<file path="config.mk">
export PLATFORM = sky130hd
export DESIGN_NAME = score_display_ctrl_flat
export DESIGN_NICKNAME = d
export VERILOG_FILES = /design/src/rtl/display_pkg.sv /design/src/rtl/score_display_ctrl_if.sv /design/src/rtl/score_display_ctrl_seg7_encode.sv /design/src/rtl/score_display_ctrl.sv /design/src/flat_wrapper.sv
export SDC_FILE = /design/constraint.sdc
export NUM_CORES = 1
export LEC_CHECK = 0
export CELL_PAD_IN_SITES_DETAIL_PLACEMENT = 0
export CELL_PAD_IN_SITES_GLOBAL_PLACEMENT = 2
export CORE_UTILIZATION = 34
export DETAILED_ROUTE_END_ITERATION = 10
export HOLD_SLACK_MARGIN = 0.08
export PLACE_DENSITY = 0.89
export SYNTH_ARGS = -nofsm -noshare
export SYNTH_HDL_FRONTEND = slang
export SYNTH_HIERARCHICAL = 1
export SYNTH_SLANG_ARGS = --single-unit
</file>
<file path="constraint.sdc">
create_clock -name clock -period 3.09 [get_ports clock]
set_input_delay 0.618 -clock clock [delete_from_list [all_inputs] [get_ports clock]]
set_output_delay 0.618 -clock clock [all_outputs]
set_load 0.03 [all_outputs]
</file>
<file path="src/rtl/display_pkg.sv">
// Shared types and constants for the score display controller.
// Segment patterns are active-high, bit order g f e d c b a.
package display_pkg;

  localparam logic [6:0] SEG_0     = 7'b0111111;
  localparam logic [6:0] SEG_1     = 7'b0000110;
  localparam logic [6:0] SEG_2     = 7'b1011011;
  localparam logic [6:0] SEG_3     = 7'b1001111;
  localparam logic [6:0] SEG_4     = 7'b1100110;
  localparam logic [6:0] SEG_5     = 7'b1101101;
  localparam logic [6:0] SEG_6     = 7'b1111101;
  localparam logic [6:0] SEG_7     = 7'b0000111;
  localparam logic [6:0] SEG_8     = 7'b1111111;
  localparam logic [6:0] SEG_9     = 7'b1101111;
  localparam logic [6:0] SEG_BLANK = 7'b0000000;
  localparam logic [6:0] SEG_DASH  = 7'b1000000;

  typedef enum logic [1:0] {
    IDLE,
    SHIFT,
    COMMIT
  } state_t;

  function automatic logic [63:0] pow10(input int n);
    logic [63:0] p;
    p = 64'd1;
    for (int i = 0; i < n; i++) p = p * 64'd10;
    return p;
  endfunction

endpackage

</file>
<file path="src/rtl/score_display_ctrl_if.sv">
// Request/status bundle between game logic and the display controller.
// Master drives start/value/blank_lz/enable; slave returns busy/done/overflow/hex.
interface score_display_ctrl_if #(
  parameter int WIDTH  = 14,
  parameter int DIGITS = 4
);
  logic                  start;
  logic [WIDTH-1:0]      value;
  logic                  blank_lz;
  logic                  enable;
  logic                  busy;
  logic                  done;
  logic                  overflow;
  logic [7*DIGITS-1:0]   hex;

  modport master (
    output start, value, blank_lz, enable,
    input  busy, done, overflow, hex
  );

  modport slave (
    input  start, value, blank_lz, enable,
    output busy, done, overflow, hex
  );
endinterface

</file>
<file path="src/rtl/score_display_ctrl_seg7_encode.sv">
// One decimal digit to a seven-segment pattern (g..a, active-high).
// Ports: digit (4b), blank (force BLANK) -> seg (7b). Values 10-15 give BLANK.
module seg7_encode
  import display_pkg::*;
(
  input  logic [3:0] digit,
  input  logic       blank,
  output logic [6:0] seg
);

  always_comb begin
    seg = SEG_BLANK;
    if (!blank) begin
      case (digit)
        4'd0:    seg = SEG_0;
        4'd1:    seg = SEG_1;
        4'd2:    seg = SEG_2;
        4'd3:    seg = SEG_3;
        4'd4:    seg = SEG_4;
        4'd5:    seg = SEG_5;
        4'd6:    seg = SEG_6;
        4'd7:    seg = SEG_7;
        4'd8:    seg = SEG_8;
        4'd9:    seg = SEG_9;
        default: seg = SEG_BLANK;
      endcase
    end
  end

endmodule

</file>
<file path="src/rtl/score_display_ctrl.sv">
// Sequential binary-to-decimal seven-segment controller (double dabble, 1 bit/clk).
// Ports: clock, reset (sync, high), bus (slave: start/value/blank_lz/enable in; busy/done/overflow/hex out).
module score_display_ctrl
  import display_pkg::*;
#(
  parameter int WIDTH      = 14,
  parameter int DIGITS     = 4,
  parameter bit ACTIVE_LOW = 1'b0
) (
  input  logic                 clock,
  input  logic                 reset,
  score_display_ctrl_if.slave  bus
);

  localparam int CW = $clog2(WIDTH + 1);
  localparam int BW = 4 * DIGITS;
  localparam int HW = 7 * DIGITS;
  localparam logic [63:0] LIMIT = pow10(DIGITS) - 64'd1;
  localparam logic [HW-1:0] INV = {HW{ACTIVE_LOW}};

  state_t          state_q, state_d;
  logic [CW-1:0]   cnt_q, cnt_d;
  logic [WIDTH-1:0] sh_q, sh_d;
  logic [BW-1:0]   bcd_q, bcd_d, bcd_adj;
  logic            blz_q, blz_d;
  logic            ovp_q, ovp_d;
  logic            ovf_q, ovf_d;
  logic            done_q, done_d;
  logic [HW-1:0]   frame_q, frame_d;
  logic [HW-1:0]   hex_q, hex_d;
  logic [HW-1:0]   enc;
  logic [DIGITS-1:0] blank;
  logic            seen;
  logic            busy;

  always_ff @(posedge clock) begin
    if (reset) state_q <= IDLE;
    else       state_q <= state_d;
  end

  always_comb begin
    state_d = state_q;
    unique case (state_q)
      IDLE:    if (bus.start) state_d = SHIFT;
      SHIFT:   if (cnt_q == CW'(1)) state_d = COMMIT;
      COMMIT:  state_d = IDLE;
      default: state_d = IDLE;
    endcase
  end

  always_comb begin
    busy = (state_q != IDLE);
  end

  // Add-3 correction on every nibble before the shift.
  always_comb begin
    bcd_adj = bcd_q;
    for (int i = 0; i < DIGITS; i++) begin
      if (bcd_q[4*i +: 4] >= 4'd5)
        bcd_adj[4*i +: 4] = bcd_q[4*i +: 4] + 4'd3;
    end
  end

  // Blank every digit above the most significant nonzero one; digit 0 stays lit.
  always_comb begin
    seen  = 1'b0;
    blank = '0;
    for (int k = DIGITS - 1; k >= 0; k--) begin
      if (bcd_q[4*k +: 4] != 4'd0) seen = 1'b1;
      blank[k] = blz_q & ~seen & (k != 0);
    end
  end

  for (genvar g = 0; g < DIGITS; g++) begin : g_enc
    seg7_encode u_enc (
      .digit (bcd_q[4*g +: 4]),
      .blank (blank[g]),
      .seg   (enc[7*g +: 7])
    );
  end

  always_comb begin
    cnt_d   = cnt_q;
    sh_d    = sh_q;
    bcd_d   = bcd_q;
    blz_d   = blz_q;
    ovp_d   = ovp_q;
    ovf_d   = ovf_q;
    frame_d = frame_q;
    done_d  = 1'b0;
    unique case (state_q)
      IDLE: begin
        if (bus.start) begin
          sh_d  = bus.value;
          blz_d = bus.blank_lz;
          bcd_d = '0;
          cnt_d = CW'(WIDTH);
          ovp_d = 64'(bus.value) > LIMIT;
        end
      end
      SHIFT: begin
        {bcd_d, sh_d} = {bcd_adj, sh_q} << 1;
        cnt_d = cnt_q - CW'(1);
      end
      COMMIT: begin
        frame_d = ovp_q ? {DIGITS{SEG_DASH}} : enc;
        ovf_d   = ovp_q;
        done_d  = 1'b1;
      end
      default: ;
    endcase
    // Fed from frame_d so a new frame shows in the same cycle as done.
    hex_d = (bus.enable ? frame_d : '0) ^ INV;
  end

  always_ff @(posedge clock) begin
    if (reset) begin
      cnt_q   <= '0;
      sh_q    <= '0;
      bcd_q   <= '0;
      blz_q   <= 1'b0;
      ovp_q   <= 1'b0;
      ovf_q   <= 1'b0;
      done_q  <= 1'b0;
      frame_q <= '0;
      hex_q   <= INV;
    end else begin
      cnt_q   <= cnt_d;
      sh_q    <= sh_d;
      bcd_q   <= bcd_d;
      blz_q   <= blz_d;
      ovp_q   <= ovp_d;
      ovf_q   <= ovf_d;
      done_q  <= done_d;
      frame_q <= frame_d;
      hex_q   <= hex_d;
    end
  end

  assign bus.busy     = busy;
  assign bus.done     = done_q;
  assign bus.overflow = ovf_q;
  assign bus.hex      = hex_q;

endmodule

</file>
<file path="src/flat_wrapper.sv">
// flat-port wrapper written by rule: the top's interface ports become plain ports
module score_display_ctrl_flat import display_pkg::*;
#(
  parameter int WIDTH      = 14,
  parameter int DIGITS     = 4,
  parameter bit ACTIVE_LOW = 1'b0
)
  (clock, reset, bus_start, bus_value, bus_blank_lz, bus_enable, bus_busy, bus_done, bus_overflow, bus_hex);
  score_display_ctrl_if #(.WIDTH(WIDTH), .DIGITS(DIGITS)) bus_i ();
  input  logic clock;
  input  logic reset;
  input wire logic [$bits(bus_i.start)-1:0] bus_start;
  input wire logic [$bits(bus_i.value)-1:0] bus_value;
  input wire logic [$bits(bus_i.blank_lz)-1:0] bus_blank_lz;
  input wire logic [$bits(bus_i.enable)-1:0] bus_enable;
  output wire logic [$bits(bus_i.busy)-1:0] bus_busy;
  output wire logic [$bits(bus_i.done)-1:0] bus_done;
  output wire logic [$bits(bus_i.overflow)-1:0] bus_overflow;
  output wire logic [$bits(bus_i.hex)-1:0] bus_hex;
  assign bus_i.start = bus_start;
  assign bus_i.value = bus_value;
  assign bus_i.blank_lz = bus_blank_lz;
  assign bus_i.enable = bus_enable;
  assign bus_busy = bus_i.busy;
  assign bus_done = bus_i.done;
  assign bus_overflow = bus_i.overflow;
  assign bus_hex = bus_i.hex;
  score_display_ctrl #(.WIDTH(WIDTH), .DIGITS(DIGITS), .ACTIVE_LOW(ACTIVE_LOW)) u_core (.clock(clock), .reset(reset), .bus(bus_i));
endmodule
</file>
# Yosys cells after proc, flatten, opt, wreduce, memory -nomap -nowiden

Memory sizes are Yosys's and may differ from the RTL's. A register that Yosys moved wholly into a read port is not among the register bits.
Cells that the tools add are included.

Add/subtract/negate cells: 5
Order comparisons: 5
Eq/ne operators: 5
Muxes and demuxes: 30
Bitwise operators: 7
Reduce and logical (&&, ||, !) cells: 10

Operators with widths:

| cell                   | count |
|---|---|
| $mux W28               | 2 |
| $mux W4                | 12 |
| $pmux W16 S2           | 1 |
| $pmux W14 S2           | 1 |
| $mux W7                | 3 |
| $ge A4 B3 Y1 const B   | 4 |
| $mux W16               | 1 |
| $gt A14 B14 Y1 const B | 1 |
| $mux W14               | 1 |
| $add A4 B2 Y4 const B  | 3 |
| $reduce_bool A4 Y1     | 3 |
| $pmux W4 S2            | 1 |
| $reduce_and A2 Y1      | 3 |
| $eq A4 B1 Y1 const B   | 1 |
| $mux W1                | 4 |
| $mux W2                | 2 |
| $not A1 Y1             | 4 |
| $pmux W2 S2            | 1 |
| $reduce_bool A2 Y1     | 2 |
| $sub A4 B1 Y4 const B  | 1 |
| $add A3 B2 Y3 const B  | 1 |
| $and A1 B1 Y1          | 3 |
| $mux W3                | 1 |
| $eq A2 B1 Y1 const B   | 1 |
| 5 further kinds        | 5 |

Bits in registers: 96
Memory bits (read-only): 448
Input bits: 19
Output and inout port bits: 31
Logic and storage cells: 76
Memories kept: 4

Memory list:

| memory           | words | bits a word | read ports | clocked after Yosys merged registers in | write ports | line                                 | RTL |
|---|---|---|---|---|---|---|---|
| (name not given) | 16    | 7           | 1          | 1                                       | 0           | score_display_ctrl_seg7_encode.sv:14 | `case (digit)` |
| (name not given) | 16    | 7           | 1          | 1                                       | 0           | score_display_ctrl_seg7_encode.sv:14 |  |
| (name not given) | 16    | 7           | 1          | 1                                       | 0           | score_display_ctrl_seg7_encode.sv:14 |  |
| (name not given) | 16    | 7           | 1          | 1                                       | 0           | score_display_ctrl_seg7_encode.sv:14 |  |

# Longest topological paths before layout

Word-level depth: 9
Mapped depth: 11
Mapped depth without buffers: 11

# Cells and area by module

The synthesis kept the hierarchy.

Modules (own cells, without submodules):

| module                                   | times used | cells an instance | area each (µm²) | sequential area each (µm²) |
|---|---|---|---|---|
| score_display_ctrl                       | 1          | 418               | 3813.7          | 1921.8 |
| seg7_encode at u_core.g_enc[1].u_enc ... | 3          | 31                | 230.2           | 0.0 |
| seg7_encode at u_core.g_enc[0].u_enc     | 1          | 31                | 232.7           | 0.0 |

# Worst setup path after synthesis

No wires, ideal clock.

Path kind: reg2reg
Start: reg u_core.bcd_q[13]
End: reg u_core.hex_q[7] (netlist: u_core/bus.hex[7])
Library setup time: 0.128 ns
Arrival: 2.616 ns
Required time: 2.962 ns
Path slack: 0.346 ns
Stages on the path, launching flop included: 12
Path buffers: 0
Period minus slack after synthesis: 2.744 ns
Path through: dfxtp_1 > inv_1 > ha_1 > nor4bb_1 > and3_1 > and3_1 > or2_1 > a21o_1 > o31ai_1 > nor3b_1 > a21oi_1 > nor2_1

Longest elaborated chain between the ends: 9

Ends and longest elaborated chain:

| element                | line                                 | RTL |
|---|---|---|
| start, declared        | score_display_ctrl.sv:24             | `logic [BW-1:0] bcd_q, bcd_d, bcd_adj;` |
| start signal, assigned | score_display_ctrl.sv:120            | `bcd_q <= '0;` |
| start signal, assigned | score_display_ctrl.sv:130            | `bcd_q <= bcd_d;` |
| $reduce_bool A4 Y1     | score_display_ctrl.sv:69             | `if (bcd_q[4*k +: 4] != 4'd0) seen = 1'b1;` |
| $mux W1 (3 in a row)   | score_display_ctrl.sv:69             |  |
| $not A1 Y1             | score_display_ctrl.sv:70             | `blank[k] = blz_q & ~seen & (k != 0);` |
| $and A1 B1 Y1          | score_display_ctrl.sv:70             |  |
| via u_core.blank[1]    | score_display_ctrl.sv:32             | `logic [DIGITS-1:0] blank;` |
| $mux W7                | score_display_ctrl_seg7_encode.sv:13 | `if (!blank) begin` |
| via u_core.enc[7]      | score_display_ctrl.sv:31             | `logic [HW-1:0] enc;` |
| $mux W28               | score_display_ctrl.sv:106            | `frame_d = ovp_q ? {DIGITS{SEG_DASH}} : enc;` |
| $mux W28               | score_display_ctrl.sv:91             | `unique case (state_q)` |
| end signal, assigned   | score_display_ctrl.sv:126            | `hex_q <= INV;` |
| end signal, assigned   | score_display_ctrl.sv:136            | `hex_q <= hex_d;` |
| end, declared          | score_display_ctrl.sv:30             | `logic [HW-1:0] hex_q, hex_d;` |

The timed path passes the listed nets, and every way through them passes these cells.
A chain may end at the register's enable or synchronous reset.

# Worst setup path after layout

Start: reg u_core.bcd_q[13]
End: reg u_core.frame_q[7]

Longest elaborated chain between the ends: 9

Ends and longest elaborated chain:

| element              | line                                 | RTL |
|---|---|---|
| $reduce_bool A4 Y1   | score_display_ctrl.sv:69             |  |
| $mux W1 (3 in a row) | score_display_ctrl.sv:69             |  |
| $not A1 Y1           | score_display_ctrl.sv:70             |  |
| $and A1 B1 Y1        | score_display_ctrl.sv:70             |  |
| via u_core.blank[1]  | score_display_ctrl.sv:32             |  |
| $mux W7              | score_display_ctrl_seg7_encode.sv:13 |  |
| via u_core.enc[7]    | score_display_ctrl.sv:31             |  |
| $mux W28             | score_display_ctrl.sv:106            |  |
| $mux W28             | score_display_ctrl.sv:91             |  |
| end signal, assigned | score_display_ctrl.sv:135            | `frame_q <= frame_d;` |
| end, declared        | score_display_ctrl.sv:29             | `logic [HW-1:0] frame_q, frame_d;` |

The timed path passes the listed nets, and every way through them passes these cells.

==> flow_summary.ini <==
[placement]
placed_cells = 749
dpl.hpwl_um = 6380
io_buffers = 49
gp_congestion = 0.746
placed_cell_area_mm2 = 0.00533
dp_slack_ps = 475

[routing]
dr.pass1.iters = 4
drc = 0
route.detailed.vias_per_inst = 4.85
wirelength_um = 9660
ant_nets = 0
drt_iter0_markers = 153
wl_per_cell_um = 12.6
dr_total_vias = 3709

[timing]
post-route-period-util_pct = 85.5
hold-worst-slack_ps = 450
slew_violations = 0
fmax_mhz = 378
fin_tns_setup_ps = 0
fin_worst_skew_ps = 7.85
period_minus_slack_ps = 2640
rsz0062_at_grt = false
slew_headroom_pct = 41.9
fin_ws_ps = 447
worst_pin_slew_ps = 871
final_hold_viol_count = 0
finalSetupViolCount = 0

[synth]
synth_edf_count = 0
async_flop_share_pct = 0
avgSynthCellArea_um2 = 8.74
synth_cell_types = 47
yosysSeqAreaShare_pct = 40.6
synth_warnings = 6
syn_inst = 542
synthesis.area_mm2 = 0.00474
ys_seq_elements = 96
synth_flop_cell = dfxtp_1

[worst_setup_path]
crit_arrival_ps = 2850
worstPathMaxFanout = 9
start_kind = register
end_kind = register
crit_required_ps = 3290
worstSetupPathType = reg2reg

[clocking]
clkLatencyLatePin_ps = 350
hold_buffers = 0
clockRootBuffer = clkbuf_16
cts_setup_buffers = 0
clock-sinks = 96
cts_tree = built
post_cts_resized = 0
h-tree-depth = 3
cts_buffer_depth = 2
cts_buffers = 9
clk_pin_slew_ps = 70

[cells_and_area]
fin_area_mm2 = 0.00568
fin_cells = 765
final_util_pct = 42.4
antenna-diode-count = 0
area_growth_pct = 20.0
layout-drive-gt1-share_pct = 8.49
fin_nets = 636
n_fill_cell = 1400

[global_routing]
grt_pass1_wl_um = 16600
grt_start_max_net_pins = 59
grt.total_usage_pct = 14.5
grt_pass1_vias = 3516
antenna_found_initial = 0
grt_overflow = 0

[die]
dieHeight_um = 120
start_util_pct = 35.4
core_area_mm2 = 0.0134
rows = 42
dieArea_mm2 = 0.0144
io_pins = 50
die_w_um = 120

[power_and_ir_drop]
total_power_mw = 2.85
leakage_nw = 2.13
power_density_mw_per_mm2 = 502
irDropWorstVdd_v = 0.000325

[status]
status = finished, final reports clean

[run]
maxCapViolations = 0

[worst_hold_path]
min_path_type = reg2reg
==> worst max-delay path: stages, from the launching register on <==
cell and delay (ps):
dfxtp_1 380, inv_1 140, ha_1 150, nor4bb_1 340
and3_1 380, and3_1 370, or2_1 190, a21o_1 110
o31ai_1 60, nor3b_1 140, a21oi_1 180, nor2_1 50
==> registers in the layout, indices dropped and copies added (netlist names) <==
| signal | cells |
|---|---|
| u_core/frame_q | 28 |
| u_core/ovp_q | 1 |
| u_core/bus.done | 1 |
| u_core/cnt_q | 4 |
| u_core/state_q | 2 |
| u_core/bcd_q | 16 |
| u_core/bus.hex | 28 |
| u_core/sh_q | 14 |
| u_core/blz_q | 1 |
| u_core/bus.overflow | 1 |
==> cell families after synthesis <==
kind of cell	synth area share (%)
AO/OA/AOI/OAI	15.4
XOR/XNOR	2.22
adder cells (fa/ha/maj)	8.72
buffers and inverters	5.55
flip-flops	40.6
multiplexers	1.90
other	0.0792
AND/OR/NAND/NOR	25.6
==> per-layer routing <==
metal,vias up,track usage (%),wire length [um]
met1,1734,19.3,4940
met4,0,7.50,243
met2,60,22.2,4160
li1,1902,-,-
met3,13,2.61,328
met5,-,0,0
==> final cells by class <==
cell class / instances / area (um^2) / share of cell area (%)
flip-flops and latches: 96 / 1920 / 33.8
well taps: 176 / 220 / 3.87
clock buffers: 12 / 256 / 4.51
clock inverters: 4 / 98.8 / 1.74
inverters: 18 / 67.6 / 1.19
repair buffers: 56 / 538 / 9.47
multi-input cells: 403 / 2580 / 45.4
==> power breakdown <==
part / switching (mW) / internal [mW]
registers: 0.0267 / 1.27
logic: 0.143 / 0.0980
clock network: 0.475 / 0.838
total: 0.645 / 2.21
==> synth_stat cells, types with 2 or more instances <==
library cell  instances  area share (%)
a311oi_1              4            0.74
xor2_1                4            0.74
nor3_1                6            0.63
o22ai_1              12             1.6
nand2b_1             22             2.9
dfxtp_1              96              41
a22oi_1               2            0.32
nor3b_1              24             3.8
buf_2                 7            0.74
a22o_1               11             2.0
nand2b_4              4             1.2
nand3_1               6            0.63
xnor2_1               8             1.5
buf_6                 6             1.4
nand2_1              32             2.5
or2_0                 4            0.53
a21o_1                4            0.63
ha_1                 33             8.7
o31ai_1               4            0.63
a21oi_1              51             5.4
nor2_2                9             1.2
nor2_1               95             7.5
and3_1                2            0.26
a311oi_2              8             2.5
mux2i_1               9             1.9
clkbuf_1             15             1.2
o21ai_1               6            0.63
o21ai_0               7            0.74
nor2b_1               9             1.2
inv_1                18             1.4
or2_1                 8             1.1
==> final timing paths <==
| path | startpoint | slack, ps | end | depth (start not counted) |
|---|---|---|---|---|
| max reg2reg | u_core/bcd_q[13] | 450 | u_core/frame_q[7] | 11 |
| min | u_core/sh_q[13] | 450 | u_core/bcd_q[0] | 2 |
| max | u_core/bcd_q[13] | 450 | u_core/frame_q[7] | 11 |
| min reg2reg | u_core/sh_q[13] | 450 | u_core/bcd_q[0] | 2 |
==> cells in the final DEF, fill, tap and decap left out, drive strengths merged <==
master         count
nor2             104
dfxtp             96
a21oi             51
clkdlybuf4s50     48
ha                33
nand2             33
nand2b            27
nor3b             25
inv               19
or2               13
o21ai             13
o22ai             12
clkbuf            12
a311oi            12
a22o              11
nor2b              9
mux2i              9
xnor2              8
conb               8
buf                8
nor3               6
nand3              6
xor2               4
a21o               4
o31ai              4
bufinv             3
and3               2
a22oi              2
nor4               2
nor4bb             1
or3b               1
a211oi             1
nand4b             1
nand3b             1
(Power assumes the default switching activity.)
